### src/rtl/mult_sequencer.sv
// ---------------------------------------------------------------------------
// mult_sequencer
//
// Multi-cycle shift-add multiply controller for the KGP-RISC core. A request
// accepted in IDLE is turned into sign flags plus operand magnitudes. The
// product is then built one multiplier bit per cycle. A final FIX cycle
// restores the sign and writes the HI/LO result registers together with an
// overflow flag for the high word.
//
// Ports
//   clk        core clock, all state updates on the rising edge
//   rst        asynchronous active-high reset
//   start      multiply request, only looked at while idle
//   signed_op  1 = two's-complement multiply, 0 = unsigned (sampled with start)
//   op_a       multiplicand (sampled with start)
//   op_b       multiplier (sampled with start)
//   busy       an operation is in progress
//   stall      hold PC / suppress write-back until the product is ready
//   done       one-cycle pulse: hi/lo/mult_flag were just updated
//   hi, lo     upper / lower words of the 2*WIDTH-bit product
//   mult_flag  product does not fit in WIDTH bits
// ---------------------------------------------------------------------------
`timescale 1ns/1ps

module mult_sequencer #(
    parameter int WIDTH = 32
) (
    input  logic             clk,
    input  logic             rst,
    input  logic             start,
    input  logic             signed_op,
    input  logic [WIDTH-1:0] op_a,
    input  logic [WIDTH-1:0] op_b,
    output logic             busy,
    output logic             stall,
    output logic             done,
    output logic [WIDTH-1:0] hi,
    output logic [WIDTH-1:0] lo,
    output logic             mult_flag
);

    localparam int CW = $clog2(WIDTH + 1);

    localparam logic [1:0] ST_IDLE = 2'd0;
    localparam logic [1:0] ST_RUN  = 2'd1;
    localparam logic [1:0] ST_FIX  = 2'd2;

    logic [1:0]         state_q,  state_d;
    logic [CW-1:0]      cnt_q,    cnt_d;
    logic [2*WIDTH-1:0] acc_q,    acc_d;
    logic [WIDTH-1:0]   mcand_q,  mcand_d;
    logic [WIDTH-1:0]   mplier_q, mplier_d;
    logic               signed_q, signed_d;
    logic               neg_q,    neg_d;
    logic [WIDTH-1:0]   hi_q,     hi_d;
    logic [WIDTH-1:0]   lo_q,     lo_d;
    logic               flag_q,   flag_d;
    logic               done_q,   done_d;

    logic               sign_a, sign_b;
    logic [WIDTH-1:0]   mag_a, mag_b;
    logic [WIDTH-1:0]   addend;
    logic [WIDTH:0]     sum;
    logic [2*WIDTH-1:0] product;

    // Operand preparation. The magnitude of the most negative value is kept
    // as the unsigned 2^(WIDTH-1), which still fits in WIDTH bits.
    always_comb begin
        sign_a = signed_op & op_a[WIDTH-1];
        sign_b = signed_op & op_b[WIDTH-1];
        mag_a  = sign_a ? -op_a : op_a;
        mag_b  = sign_b ? -op_b : op_b;
    end

    // One iteration of the shift-add datapath. The sum is WIDTH+1 bits so that
    // the carry out of the upper half is shifted back into the accumulator.
    always_comb begin
        addend  = mplier_q[0] ? mcand_q : '0;
        sum     = {1'b0, acc_q[2*WIDTH-1:WIDTH]} + {1'b0, addend};
        product = neg_q ? -acc_q : acc_q;
    end

    // Next-state logic: IDLE loads the operands, RUN iterates WIDTH times,
    // and FIX applies the sign and publishes the result.
    always_comb begin
        state_d  = state_q;
        cnt_d    = cnt_q;
        acc_d    = acc_q;
        mcand_d  = mcand_q;
        mplier_d = mplier_q;
        signed_d = signed_q;
        neg_d    = neg_q;
        hi_d     = hi_q;
        lo_d     = lo_q;
        flag_d   = flag_q;
        done_d   = 1'b0;

        case (state_q)
            ST_IDLE: begin
                if (start) begin
                    signed_d = signed_op;
                    neg_d    = sign_a ^ sign_b;
                    mcand_d  = mag_a;
                    mplier_d = mag_b;
                    acc_d    = '0;
                    cnt_d    = CW'(WIDTH);
                    state_d  = ST_RUN;
                end
            end
            ST_RUN: begin
                acc_d    = {sum, acc_q[WIDTH-1:1]};
                mplier_d = mplier_q >> 1;
                cnt_d    = cnt_q - CW'(1);
                if (cnt_q == CW'(1)) begin
                    state_d = ST_FIX;
                end
            end
            ST_FIX: begin
                hi_d    = product[2*WIDTH-1:WIDTH];
                lo_d    = product[WIDTH-1:0];
                // Signed results overflow when the high word is not a pure
                // sign extension of the low word.
                flag_d  = signed_q ? (product[2*WIDTH-1:WIDTH] != {WIDTH{product[WIDTH-1]}})
                                   : (product[2*WIDTH-1:WIDTH] != '0);
                done_d  = 1'b1;
                state_d = ST_IDLE;
            end
            default: begin
                state_d = ST_IDLE;
            end
        endcase
    end

    // State registers with immediate clear on reset; an operation in flight
    // is simply discarded.
    always_ff @(posedge clk or posedge rst) begin
        if (rst) begin
            state_q  <= ST_IDLE;
            cnt_q    <= '0;
            acc_q    <= '0;
            mcand_q  <= '0;
            mplier_q <= '0;
            signed_q <= 1'b0;
            neg_q    <= 1'b0;
            hi_q     <= '0;
            lo_q     <= '0;
            flag_q   <= 1'b0;
            done_q   <= 1'b0;
        end else begin
            state_q  <= state_d;
            cnt_q    <= cnt_d;
            acc_q    <= acc_d;
            mcand_q  <= mcand_d;
            mplier_q <= mplier_d;
            signed_q <= signed_d;
            neg_q    <= neg_d;
            hi_q     <= hi_d;
            lo_q     <= lo_d;
            flag_q   <= flag_d;
            done_q   <= done_d;
        end
    end

    // Stall covers the request cycle itself so the core freezes before the
    // first edge, and drops in the done cycle so the instruction can retire.
    always_comb begin
        busy      = (state_q != ST_IDLE);
        stall     = busy | (start & (state_q == ST_IDLE));
        done      = done_q;
        hi        = hi_q;
        lo        = lo_q;
        mult_flag = flag_q;
    end

endmodule

### config.mk
export PLATFORM = sky130hd
export DESIGN_NAME = mult_sequencer
export DESIGN_NICKNAME = d
export VERILOG_FILES = /design/src/rtl/mult_sequencer.sv
export SDC_FILE = /design/constraint.sdc
export NUM_CORES = 1
export LEC_CHECK = 0
export BUFFER_PORTS_ARGS = -buffer_cell sky130_fd_sc_hd__buf_2
export CORE_MARGIN = 2
export CORE_UTILIZATION = 50
export DETAILED_ROUTE_END_ITERATION = 8
export PLACE_DENSITY = 0.7
export SLEW_MARGIN = 20
export SYNTH_ARGS = -nofsm -noshare
export SYNTH_HDL_FRONTEND = slang
export SYNTH_SLANG_ARGS = --single-unit
### constraint.sdc
create_clock -name clk -period 13.3 [get_ports clk]
set_clock_uncertainty 0.2 [all_clocks]
set_input_delay 1.995 -clock clk [delete_from_list [all_inputs] [get_ports clk]]
set_output_delay 1.995 -clock clk [all_outputs]
set_load 0.01 [all_outputs]
==> results.tsv <==
metric	value	unit
status	finished, final reports clean	
CTS tree	built	
drt pass-1 iters	5	
CP Max Fanout	3	
CTS root buf	clkbuf_16	
# hold bufs at CTS	0	
Seq/Total Area, Yosys	0.4145	
Die Area	0.02590	mm^2
number of CTS-inserted buffers	23	
Initial Util	0.5078	
CTS H-tree depth	1	
Worst-Skew Late Latency	520	ps
syn_nets	1530	
largest net degree at the start of global routing	125	
max cap viols	0	
Resized cells post-CTS	0	
input/output buffers	135	
Max Freq	0.2106	GHz
Post-synth EDFFs	0	
first-pass GRT wire length	49070	um
met1 GRT Util	0.3420	
sw power	1.421	mW
register share of total power	0.348	
asr flop ratio synth	1.000	
Area growth syn-to-layout	13.11	%
die width	160.9	um
Tightest Pin Transition	1060	ps
core area	0.02425	mm^2
min cycle time layout	4748	ps
endpoints failing setup	0	
switching share of power	0.4337	
leak pwr	6.180	nW
Compound-Gate Fraction of Synth Area	0.2111	
Startpoint Class	input pin	
DPL Wire Length	20410	um
via count	10360	
xor/xnor cell area share of the yosys netlist	0.1010	
Die Ht	160.9	um
Post-CTS Setup Bufs	0	
P_int	1.856	mW
slew margin rel.	0.2933	
GPL Wtd Cong	0.8989	
GR Layer Usage met2	0.3465	
CTS sink count	204	
crit path kind	input pin to output port	
Hold Fails Final Rpt	0	
synth unique cells	69	
largest family of logic cells by synthesized area	compound AO/OA/AOI/OAI gates	
ANT cells	0	
Clk pwr share	0.187	
dpl cells	1817	
mux share of post-synthesis cell area	0.002439	
Yosys reg bits	204	
vias per std cell	5.582	
HP Class	flip-flop to flip-flop	
period utilization	0.3570	
Mapped Cells	1424	
adder-cell share of the synthesized area	0.03922	
setup TNS	0	ps
grt ovf	0	
clock buffer depth	3	
Top Ports	136	
GRT Max-Usage Layer	met2	
layout cells sized above 1	0.1319	
cell area after synthesis	0.01231	mm^2
DRT Wirelength	28840	um
CP Data Required Time	11100	ps
met3 Usage GRT	0.02918	
# rows	57	
Post-Synth Simple-Gate Area	0.1997	
All-Layer GR Usage	0.2248	
Yosys Warn Count	0	
Pins Over Slew Limit	0	
arrival time worst endpoint	2550	ps
critical path endpoint category	output port	
wire per inst	15.54	um
combinational share of power	0.465	
Routed Antenna Nets	0	
DRC Markers	0	
1st-iter DRT viols	769	
Pwr per Cell Area	235.3	mW/mm^2
Synth Area per Inst	8.648	um^2
Non-Filler Instances	1856	
Reg2Reg Setup Slack	8900	ps
vias in the first global route	9702	
Synth Flop Type	dfrtp_1	
maximum vdd drop	90.08	uV
Final #Nets	1624	
initial antenna violation count	0	
clock slew at reported path FFs	50	ps
RSZ-0062 raised after global routing	no	
==> final timing paths <==
path,start,to,cells past startpoint
worst max-delay path,start,stall,3
worst min-delay path,hi[20]$_DFFE_PP0P_,hi[20]$_DFFE_PP0P_,2
worst max register to register,mplier_q[0]$_DFFE_PP0P_,acc_q[61]$_DFFE_PP0P_,14
worst min register to register,hi[20]$_DFFE_PP0P_,hi[20]$_DFFE_PP0P_,2
max in group asynchronous,rst,hi[26]$_DFFE_PP0P_,3
min in group asynchronous,rst,mplier_q[23]$_DFFE_PP0P_,2
==> power by group through the flow <==
stage	registers (mW)	clock network, mW	logic [mW]
finish	1.14	0.614	1.52
detailed placement	1.15	0	1.52
global route	1.18	0.656	1.73
global placement	1.14	0	1.49
CTS	1.14	0.626	1.53
floorplan	1.09	0	1.14
==> layout make-up <==
cell class	instances	area, um^2
Fill cell	2257	10320
Multi-Input combinational cell	1116	6848
Sequential cell	204	5106
Timing Repair Buffer	142	732.0
Clock buffer	30	611.8
Tap cell	324	405.4
Inverter	31	123.9
Clock inverter	9	101.3
==> metrics by stage <==
stage            util  power, mW  instance area [um^2]  setup WS (ps)  hold WS (ps)
6_report       0.5744      3.277                 13930           8552         268.3
4_1_cts        0.5743      3.295                 13920           8549         273.9
2_1_floorplan       -      2.232                 12310           5538         242.4
3_3_place_gp   0.5448      2.622                 13210           8181         253.6
3_5_place_dp   0.5448      2.672                 13210           8176         259.6
5_1_grt        0.5744      3.569                 13930           8415         291.3
==> logic make-up (layout without fill, tap and decap cells) <==
logic type	count (synthesis)	count (layout)
xor gates and xnor gates	142	142
AOI/OAI and AO/OA	428	428
muxes	3	3
DFF	204	204
buffers and inverters	104	212
and+or+nand+nor	505	505
adders and majority gates	38	38
==> cell usage after synthesis (12+ instances only) <==
cell type | count | area [um^2]
xor2_1 | 87 | 762.0
or4_1 | 12 | 90.09
or3_1 | 12 | 75.07
clkbuf_1 | 65 | 244.0
nand2_1 | 255 | 957.2
o41ai_1 | 14 | 122.6
nor4_1 | 18 | 112.6
dfrtp_1 | 204 | 5105
a22oi_1 | 32 | 240.2
nor2_1 | 50 | 187.7
nand4_1 | 13 | 81.33
o31ai_1 | 31 | 232.7
xnor2_1 | 55 | 481.7
a21oi_1 | 50 | 250.2
o21ai_0 | 217 | 1086
ha_1 | 37 | 462.9
inv_1 | 30 | 112.6
and2_1 | 41 | 256.5
nand3_1 | 22 | 110.1
nand2b_1 | 18 | 112.6
nor3_1 | 24 | 120.1
==> registers in the layout, summed over array words and instances (netlist names) <==
register   count
mult_flag      1
mcand_q       32
state_q        2
hi            32
acc_q         64
signed_q       1
neg_q          1
mplier_q      32
done           1
cnt_q          6
lo            32
==> cells in the final DEF (no fill, tap or decap), types with 5 or more instances in the layout <==
cell type    n
or3_1       12
a21o_1      10
nor3_1      24
xnor2_1     55
clkbuf_16   23
nor4_1      18
nand3_1     22
a211oi_1     9
inv_1       29
xor2_1      87
o31ai_1     31
nand2_1    254
or4_1       12
a31oi_1      8
o41ai_1     14
a22o_1       7
ha_1        37
buf_2      135
nand2b_1    16
dfrtp_1    203
a22oi_1     32
and2_1      41
clkbuf_1     6
buf_4        6
o21ai_0    217
nand4_1     13
o21bai_1     6
a21oi_1     50
nor2_1      49
clkinv_2     5
o21ai_1     10
and3_1       7
nor2b_1      7
==> metal layers <==
metal | wire length [um] | vias up | share of wire
li1 | - | 5243 | -
met1 | 14320 | 4815 | 0.50
met2 | 12520 | 272 | 0.43
met3 | 1617 | 30 | 0.056
met4 | 379 | 0 | 0.013
met5 | 0 | - | 0
==> worst max-delay path: stages <==
cell and delay (ps):
buf_2 120, or3_1 290, buf_2 140
(Power assumes the default switching activity.)
